$ cat config.mk
export PLATFORM = sky130hd
export DESIGN_NAME = cpu_step_controller
export DESIGN_NICKNAME = d
export VERILOG_FILES = /design/src/rtl/cpu_step_controller.sv
export SDC_FILE = /design/constraint.sdc
export NUM_CORES = 1
export LEC_CHECK = 0
export CAP_MARGIN = 40
export CORE_UTILIZATION = 47
export CTS_BUF_LIST = sky130_fd_sc_hd__clkbuf_2 sky130_fd_sc_hd__clkbuf_4 sky130_fd_sc_hd__clkbuf_8
export DETAILED_ROUTE_END_ITERATION = 7
export GPL_TIMING_DRIVEN = 0
export PLACE_DENSITY = 0.76
export REMOVE_ABC_BUFFERS = 1
export SLEW_MARGIN = 20
export SYNTH_ARGS = -nofsm -noshare
export SYNTH_HDL_FRONTEND = slang
export SYNTH_SLANG_ARGS = --single-unit
$ cat constraint.sdc
create_clock -name CLK_RAW -period 2.55 [get_ports CLK_RAW]
set_clock_uncertainty 0.15 [all_clocks]
set_input_delay 0.255 -clock CLK_RAW [delete_from_list [all_inputs] [get_ports CLK_RAW]]
set_output_delay 0.255 -clock CLK_RAW [all_outputs]
set_load 0.01 [all_outputs]
$ cat src/rtl/cpu_step_controller.sv
// -----------------------------------------------------------------------------
// cpu_step_controller
//
// Sequences the single-cycle MIPS core from the raw board clock. Instead of
// feeding the processor a divided fabric clock, this block issues one-cycle
// clock-enable pulses (cpu_en) on CLK_RAW. Supported behaviours:
//   - power-on reset hold (cpu_reset held for RESET_CYCLES cycles),
//   - pause, single-step on a BUTTON_STEP rising edge,
//   - free-run with one pulse every RUN_DIV cycles (BUTTON_RUN toggles),
//   - automatic halt when pc reaches HALT_PC; any button restarts the program.
//
// Optional feature macro: CPU_STEP_BREAK_ON_MEMWRITE_EN
//   When defined, a RUN pulse issued while memwrite=1 drops back to PAUSE
//   after that pulse so each store can be inspected. When undefined,
//   memwrite is ignored.
//
// Parameters:
//   RUN_DIV      CLK_RAW cycles between pulses in RUN (2 .. 2**26)
//   RESET_CYCLES cycles cpu_reset stays high after leaving reset (>= 1)
//   HALT_PC      PC value at which execution stops
//
// Ports:
//   CLK_RAW      in   board clock; everything on its rising edge
//   RESET_N      in   asynchronous active-low reset
//   BUTTON_RUN   in   debounced level; rising edge toggles RUN / PAUSE
//   BUTTON_STEP  in   debounced level; rising edge requests one step in PAUSE
//   pc           in   current processor PC
//   memwrite     in   processor memwrite of the current instruction
//   cpu_en       out  one-cycle enable; processor advances on the edge it is high
//   cpu_reset    out  active-high synchronous reset for the processor
//   mode         out  encoded state (0 RST_HOLD,1 PAUSE,2 STEP,3 RUN,4 HALT)
//   step_count   out  pulses issued since reset (wraps)
//   halted       out  high while in HALT
// -----------------------------------------------------------------------------
module cpu_step_controller #(
  parameter int unsigned RUN_DIV      = 50000000,
  parameter int unsigned RESET_CYCLES = 4,
  parameter logic [31:0] HALT_PC      = 32'h000000D0
) (
  input  logic        CLK_RAW,
  input  logic        RESET_N,
  input  logic        BUTTON_RUN,
  input  logic        BUTTON_STEP,
  input  logic [31:0] pc,
  input  logic        memwrite,
  output logic        cpu_en,
  output logic        cpu_reset,
  output logic [2:0]  mode,
  output logic [15:0] step_count,
  output logic        halted
);

  typedef enum logic [2:0] {
    ST_RST_HOLD = 3'd0,
    ST_PAUSE    = 3'd1,
    ST_STEP     = 3'd2,
    ST_RUN      = 3'd3,
    ST_HALT     = 3'd4
  } state_t;

  localparam int unsigned       HOLD_W    = (RESET_CYCLES > 1) ? $clog2(RESET_CYCLES) : 1;
  localparam logic [HOLD_W-1:0] HOLD_LAST = HOLD_W'(RESET_CYCLES - 1);
  localparam logic [25:0]       DIV_LAST  = 26'(RUN_DIV - 1);

  state_t             state_q, state_d;
  logic [HOLD_W-1:0]  hold_q, hold_d;
  logic [25:0]        div_q, div_d;
  logic [15:0]        step_count_q, step_count_d;
  logic               cpu_reset_q, cpu_reset_d;
  logic               halted_q, halted_d;

  logic               run_evt, step_evt;
  logic               at_halt, div_done, break_now;

  // ---------------------------------------------------------------------------
  // Button synchronizers: bit0/bit1 form the 2-flop synchronizer, bit2 is the
  // previous synchronized level used by the rising-edge detector.
  // ---------------------------------------------------------------------------
  logic [1:0] btn_raw;
  logic [1:0] btn_evt;
  assign btn_raw = {BUTTON_STEP, BUTTON_RUN};

  genvar gi;
  generate
    for (gi = 0; gi < 2; gi++) begin : g_btn
      logic [2:0] sync_q, sync_d;
      always_comb sync_d = {sync_q[1:0], btn_raw[gi]};
      always_ff @(posedge CLK_RAW or negedge RESET_N) begin
        if (!RESET_N) sync_q <= '0;
        else          sync_q <= sync_d;
      end
      assign btn_evt[gi] = sync_q[1] & ~sync_q[2];
    end
  endgenerate

  assign run_evt  = btn_evt[0];
  assign step_evt = btn_evt[1];
  assign at_halt  = (pc == HALT_PC);
  assign div_done = (div_q == DIV_LAST);

`ifdef CPU_STEP_BREAK_ON_MEMWRITE_EN
  assign break_now = memwrite;
`else
  // memwrite only matters for the store-break feature.
  logic unused_memwrite;
  assign unused_memwrite = memwrite;
  assign break_now       = 1'b0;
`endif

  // ---------------------------------------------------------------------------
  // State register
  // ---------------------------------------------------------------------------
  always_ff @(posedge CLK_RAW or negedge RESET_N) begin
    if (!RESET_N) state_q <= ST_RST_HOLD;
    else          state_q <= state_d;
  end

  // ---------------------------------------------------------------------------
  // Next-state logic. Halt check wins over button events so the processor is
  // never stepped past HALT_PC.
  // ---------------------------------------------------------------------------
  always_comb begin
    state_d = state_q;
    case (state_q)
      ST_RST_HOLD: if (hold_q == HOLD_LAST) state_d = ST_PAUSE;
      ST_PAUSE: begin
        if (at_halt)       state_d = ST_HALT;
        else if (run_evt)  state_d = ST_RUN;
        else if (step_evt) state_d = ST_STEP;
      end
      ST_STEP: state_d = ST_PAUSE;
      ST_RUN: begin
        if (at_halt)                    state_d = ST_HALT;
        else if (run_evt)               state_d = ST_PAUSE;
        else if (div_done && break_now) state_d = ST_PAUSE;
      end
      ST_HALT: if (run_evt || step_evt) state_d = ST_RST_HOLD;
      default: state_d = ST_RST_HOLD;
    endcase
  end

  // ---------------------------------------------------------------------------
  // Output logic. cpu_en is decoded from registered state so an asynchronous
  // reset removes it immediately; a pause request or halt on the terminal
  // count cycle suppresses the pulse.
  // ---------------------------------------------------------------------------
  always_comb begin
    cpu_en = 1'b0;
    case (state_q)
      ST_STEP: cpu_en = 1'b1;
      ST_RUN:  cpu_en = div_done && !at_halt && !run_evt;
      default: cpu_en = 1'b0;
    endcase
    cpu_reset_d = (state_d == ST_RST_HOLD);
    halted_d    = (state_d == ST_HALT);
  end

  // ---------------------------------------------------------------------------
  // Counters. Hold and divider counters only advance while staying in their
  // own state, so they are always zero on entry.
  // ---------------------------------------------------------------------------
  always_comb begin
    hold_d       = '0;
    div_d        = '0;
    step_count_d = step_count_q;
    if (state_q == ST_RST_HOLD && state_d == ST_RST_HOLD) hold_d = hold_q + 1'b1;
    if (state_q == ST_RUN && state_d == ST_RUN && !div_done) div_d = div_q + 26'd1;
    if (cpu_en) step_count_d = step_count_q + 16'd1;
  end

  always_ff @(posedge CLK_RAW or negedge RESET_N) begin
    if (!RESET_N) begin
      hold_q       <= '0;
      div_q        <= '0;
      step_count_q <= '0;
      cpu_reset_q  <= 1'b1;
      halted_q     <= 1'b0;
    end else begin
      hold_q       <= hold_d;
      div_q        <= div_d;
      step_count_q <= step_count_d;
      cpu_reset_q  <= cpu_reset_d;
      halted_q     <= halted_d;
    end
  end

  assign mode       = state_q;
  assign cpu_reset  = cpu_reset_q;
  assign halted     = halted_q;
  assign step_count = step_count_q;

endmodule
==> run metrics, run 1 <==
post-synth top area share between 50 and 60%; setup TNS -0.0251 ns; Final Power ~2.1 mW; Core ar. 0.00517 sq mm; top post-synthesis cells by area dfrtp_1 53%, xnor2_1 7.9%, nor2_1 5.9%; hold slack around 0.20 ns; most frequent cell after synthesis dfrtp_1; max-cap violations 0; DIE HEIGHT about 76 um; vias in the first global route between 1.5k and 2k; gr usage total a little under a fifth; multi-input logic area roughly 0.0012 sq mm; Setup Crit Path Kind flop to output pin; largest net degree at the start of global routing 56; Synth async-reset ratio 100%; LEAKAGE 1.41 nW; dpl hpwl 3560 um; TritonCTS clock tree yes; Fin. Hold Viols 0; min Tclk post-route roughly 2.6 ns; worst setup margin -0.0251 ns; post-synthesis area per instance 10.5 sq um; design area between 0.003 and 0.004 sq mm; clk buf depth 2; GPL Wtd Cong 0.758; synthesized area between 0.002 and 0.003 sq mm; H-tree levels 2; PortBufs 57; DRT iter0 DRCs 119; CP Data Arrival Time about 2.2 ns; Worst Path Required between 2 and 2.5 ns; synth cell count leaders 54 x dfrtp_1, 40 x nor2_1, 23 x xnor2_1; antenna violations before repair 0; Distinct cells, synth 33; Max Freq just under 400 MHz; DRC errors left 0; Reg clk slew, reported paths ~0.090 ns; Cell Pwr Density roughly 620 mW/mm^2; Ports between 50 and 60; Gate Count Post-Synth 242; Tightest Pin Transition a little under 0.7 ns; P&R area growth vs syn 33.1%; Final Util about two thirds; layout cells sized above 1 a little under a tenth; hold crit path type flop to flop; DR vias approximately 2.0k; Synth Flop Type dfrtp_1; Post-DP Area 0.00319 sq mm; die width between 70 and 80 um; worst-path fanout max 2; number of synthesized flops with an enable pin 0; max-slew violations 0; Slew HR 54.3%; Ys Warns 0; Antenna Nets Post-Route 0; routed length per instance about 14 um; FP Rows 26; register area share after synthesis between 50% and 60%; Critical Path Sink Type output pin; GR Overflow Total 0; Yosys reg bits between 50 and 60; CTS root buf clkbuf_8; Fillers ~410; CP startpoint kind flop; routed wire length between 5000 and 6000 um; Num Clock Sinks 55; Sequential Area about 0.0014 sq mm; first-pass GRT wire length about 7800 um; initial core utilization 49.3%; Num CTS Buffers 5; Clk Latency, worst-skew pair 0.29 ns; violated checks negative setup slack; outcome complete, but fails checks; final net count 352; First-pass DRT Iterations 4; routed vias/inst roughly 5.2; # setup viols final 1; RSZ-0062 raised after global routing yes; final critical-path share of the clock period 101%; maximum vdd ir drop 565 uV; die area 0.00572 sq mm; Synth area leader dfrtp_1; ant diodes 0
kinds of logic (layout without fill, tap and decap cells):
family / after synthesis / count (layout) / share of synthesized area [%]
fa+ha+maj: 3 / 3 / 1.47
compound gates: 9 / 9 / 3.24
simple gates: 127 / 127 / 25.9
flops: 55 / 55 / 54.1
mux: 1 / 1 / 0.442
buf+inv: 8 / 79 / 1.47
xor+xnor: 39 / 39 / 13.4
metrics by stage:
step / instances / setup slack [ns]
after detailed placement: 365 / -0.664
after global routing: 383 / -0.122
after floorplan: 237 / -0.0702
after global placement: 364 / -0.658
final: 383 / -0.0251
after CTS: 382 / -0.124
what timing repair did:
action / in CTS / in global routing
buffers inserted: 8 / 1
hold buffers: 1 / 0
pin swaps: 3 / 2
endpoints found under the hold margin: 54 / 0
setup endpoints to repair: 17 / 18
resized for setup: 6 / 3
power by group:
part           internal (mW)  switching [mW]
Clock                  0.259           0.261
Combinational          0.261           0.260
Sequential             0.944           0.107
Total                   1.46           0.627
area by class of cell:
class | instances | area share (%)
timing repair buffer | 68 | 19.3
clock buffer | 8 | 3.06
sequential | 55 | 40.6
multi-input combinational | 179 | 34.1
tap | 70 | 2.58
inverter | 3 | 0.332
worst paths after layout:
kind	startpoint	end	slack [ns]	cells past startpoint
worst min-delay path	g_btn[0].sync_q[0]	g_btn[0].sync_q[1]	0.20	0
min in group asynchronous	RESET_N	div_q[3]	0.38	2
worst min register to register	g_btn[0].sync_q[0]	g_btn[0].sync_q[1]	0.20	0
max in group asynchronous	RESET_N	step_count[0]	1.40	2
worst max-delay path	div_q[11]	cpu_en	-0.03	5
worst max register to register	div_q[11]	step_count[1]	0.08	6
metal layers:
| metal | up-vias | routed length [um] | track usage [%] |
|---|---|---|---|
| li1 | 981 | - | - |
| met1 | 952 | 2240 | 21.8 |
| met2 | 55 | 2590 | 33.3 |
| met3 | 5 | 332 | 3.44 |
| met4 | 0 | 29 | 4.12 |
| met5 | - | 0 | 0 |
cells in the final DEF (no fill, tap or decap), types with 2 or more instances in the layout:
| cell type | netlist | final |
|---|---|---|
| and3_1 | 7 | 7 |
| clkdlybuf4s50_1 | 0 | 55 |
| a21o_1 | 3 | 3 |
| nor2_1 | 40 | 40 |
| or2_2 | 2 | 2 |
| nor4b_1 | 2 | 2 |
| ha_1 | 3 | 2 |
| buf_4 | 0 | 9 |
| nand3_1 | 17 | 17 |
| dfrtp_1 | 54 | 54 |
| nor2b_1 | 4 | 4 |
| nor3_1 | 7 | 7 |
| xnor2_1 | 23 | 23 |
| clkbuf_8 | 0 | 7 |
| nand2_1 | 17 | 17 |
| buf_6 | 1 | 2 |
| nand4_1 | 15 | 15 |
| a211oi_1 | 2 | 2 |
| xor2_1 | 16 | 16 |
| inv_1 | 3 | 3 |
| nor4_1 | 8 | 7 |
flip-flops by register name, summed over array words and instances, names as in the netlist:
name and flops:
cpu_reset 1, g_btn.sync_q 6, step_count 16, mode 3
halted 1, hold_q 2, div_q 26
worst max-delay path, stage by stage, from the launching register on:
cell     delay (ns)
dfrtp_1        0.40
nor4_2         0.27
nand4_1        0.14
or4_4          0.52
o41ai_4        0.34
buf_2          0.21
No activity file was read; power rests on OpenSTA's default activity.
==> run 2: changes to the inputs <==
--- a/config.mk
+++ b/config.mk
@@ -16,3 +16,4 @@
 export SYNTH_ARGS = -nofsm -noshare
 export SYNTH_HDL_FRONTEND = slang
 export SYNTH_SLANG_ARGS = --single-unit
+export TNS_END_PERCENT = 50
==> results of run 2 <==
No change in the layout: final DEF, timing and power equal those of run 1.
==> run 3: changes to the inputs <==
--- a/config.mk
+++ b/config.mk
@@ -6,11 +6,13 @@
 export NUM_CORES = 1
 export LEC_CHECK = 0
 export CAP_MARGIN = 40
-export CORE_UTILIZATION = 47
+export CELL_PAD_IN_SITES_DETAIL_PLACEMENT = 1
+export CELL_PAD_IN_SITES_GLOBAL_PLACEMENT = 1
+export CORE_UTILIZATION = 36
 export CTS_BUF_LIST = sky130_fd_sc_hd__clkbuf_2 sky130_fd_sc_hd__clkbuf_4 sky130_fd_sc_hd__clkbuf_8
 export DETAILED_ROUTE_END_ITERATION = 7
 export GPL_TIMING_DRIVEN = 0
-export PLACE_DENSITY = 0.76
+export PLACE_DENSITY = 0.75
 export REMOVE_ABC_BUFFERS = 1
 export SLEW_MARGIN = 20
 export SYNTH_ARGS = -nofsm -noshare
==> run 3 against run 2 <==
The flow still finishes with violations (negative setup slack). Register-to-register slack got worse by 0.03 ns. Largest power group unchanged. Fmax down 0.21%. Hold slack gained 0.0029 ns.
==> run metrics, run 3 (synthesis results as in run 1) <==
Fillers 777 (+90%); min Tclk post-route 2.58 ns (+0.00548 ns); antenna violations before repair 0 (unchanged); maximum vdd ir drop 374 uV (-34%); GR Overflow Total 0 (unchanged); WP depth 6 (+1); GPL Wtd Cong 0.746 (-1.6%); Core ar. 0.00683 sq mm (+32%); max-slew violations 0 (unchanged); crit-path leading delay family simple AND/OR/NAND/NOR gates; # setup viols final 1 (unchanged); DRT iter0 DRCs 73 (-39%); routed wire length 6010 um (+16%); Reg clk slew, reported paths 0.10 ns (about the same); DR vias 2016 (+1.2%); CP startpoint kind flop; Worst Path Buf+Inv 2 (+1); worst setup margin -0.0305 ns (-0.00548 ns); LEAKAGE 1.41 nW (about the same); DRC errors left 0 (unchanged); initial core utilization 37.3% (-12 points); PortBufs 57 (unchanged); CTS root buf clkbuf_8; layout cells sized above 1 11.1% (+1.6 points); die width 86.1 um (+14%); TritonCTS clock tree yes; Worst R2R End step_count[1]; max-cap violations 0 (unchanged); Worst setup startpoint div_q[13]; RSZ-0062 raised after global routing yes; Fin. Hold Viols 0 (unchanged); Tightest Pin Transition 0.690 ns (+0.00995 ns); non-filler instance count after layout 410 (+7.0%); ant diodes 0 (unchanged); dpl hpwl 4310 um (+21%); DIE HEIGHT 86.1 um (+14%); CP Data Arrival Time 2.18 ns (about the same); Slowest-stage cell, CP or4_4; routed length per instance 14.7 um (+8.2%); clk buf depth 2 (unchanged); die area 0.00742 sq mm (+30%); FP Rows 30 (+15%); Final Util 50.5% (-15 points); FF-to-FF setup slack 0.05 ns (-0.03 ns); most frequent cells in the layout 55 x clkdlybuf4s50_1, 52 x dfrtp_1, 40 x nor2_1; routed vias/inst 4.92 (-5.5%); Reg2Reg Depth 7 (+1); FF-to-FF Start div_q[13]; largest net degree at the start of global routing 56 (unchanged); Worst Path Required 2.14 ns (about the same); critical path's most frequent cell buf_6; Max Freq 388 MHz (-0.21%); Critical Path Sink cpu_en; max reg flops 26 (unchanged); Top reg by flops div_q; H-tree levels 2 (unchanged); vias in the first global route 2154 (+17%); hold crit path type flop to flop; final critical-path share of the clock period 101% (+0.21 points); Final Power 2.14 mW (+2.1%); Placed Instances 392 (+7.4%); Critical Path Sink Type output pin; Cell Pwr Density 619 mW/mm^2 (+0.33%); CP max stage delay 0.57 ns (+0.05 ns); Num Clock Sinks 55 (unchanged); P&R area growth vs syn 35.5%; violated checks negative setup slack; Num CTS Buffers 5 (unchanged); commonest non-fill, non-tap cell in the layout clkdlybuf4s50_1; Clk Latency, worst-skew pair 0.31 ns (+0.02 ns); Setup Crit Path Kind flop to output pin; Ports 59 (unchanged); gr usage total 17.6% (-0.37 points); worst-path fanout max 4 (+2); Slew HR 54.0% (-0.31 points); critical path cell sequence nand3_2 -> nand4b_1 -> or4_4 -> o41ai_4 -> buf_6 -> buf_6; First-pass DRT Iterations 4 (unchanged); dpl ws -0.385 ns (+0.280 ns); Antenna Nets Post-Route 0 (unchanged); outcome complete, but fails checks; final net count 353 (+0.28%); first-pass GRT wire length 10300 um (+32%)
run 3: repair_timing:
action / in CTS / in global routing
endpoints found under the setup margin: 8 / 32
setup buffers: 7 / 2
hold buffers: 1 / 0
resized for setup: 8 / 7
pin swaps: 4 / 4
endpoints found under the hold margin: 54 / 0
run 3: stage by stage:
| step | hold slack, ns | setup TNS [ns] | area (sq um) |
|---|---|---|---|
| after detailed placement | 0.186 | -4.81 | 3230 |
| after floorplan | -0.191 | -0.219 | 2520 |
| after CTS | 0.209 | -1.74 | 3410 |
| after global placement | 0.183 | -47.89 | 3210 |
| after global routing | 0.215 | -1.60 | 3450 |
| final | 0.206 | -0.0305 | 3450 |
run 3: area by class of cell:
cell class	instances	area [sq um]	area share [%]
inverters	3	11.3	0.326
clock buffers	7	90.1	2.61
repair buffers	69	681	19.7
flip-flops and latches	55	1380	40.0
multi-input cells	179	1160	33.7
well taps	96	120	3.48
clock inverters	1	8.76	0.254
run 3: report_power, final:
part,switching [mW],leakage [nW],internal (mW)
logic,0.279,0.626,0.280
clock network,0.281,0.0519,0.234
registers,0.117,0.732,0.947
total,0.676,1.41,1.46
run 3: worst min path at each step:
stage	cells after the start	slack, ns	to	startpoint
finish	0	0.21	g_btn[1].sync_q[1]	g_btn[1].sync_q[0]
global route	0	0.22	g_btn[1].sync_q[1]	g_btn[1].sync_q[0]
CTS	0	0.21	g_btn[1].sync_q[1]	g_btn[1].sync_q[0]
detailed placement	0	0.19	g_btn[1].sync_q[1]	g_btn[1].sync_q[0]
global placement	0	0.18	g_btn[1].sync_q[1]	g_btn[1].sync_q[0]
floorplan	0	-0.19	div_q[0]	RESET_N
run 3: layer usage:
metal | vias to the layer above | track usage [%] | routed length [um] | part of all wire [%]
met2 | 54 | 30.3 | 2950 | 49
met5 | - | 0 | 0 | 0
met1 | 980 | 22.4 | 2650 | 44
met3 | 4 | 4.43 | 374 | 6.2
li1 | 978 | - | - | -
met4 | 0 | 4.09 | 43 | 0.72
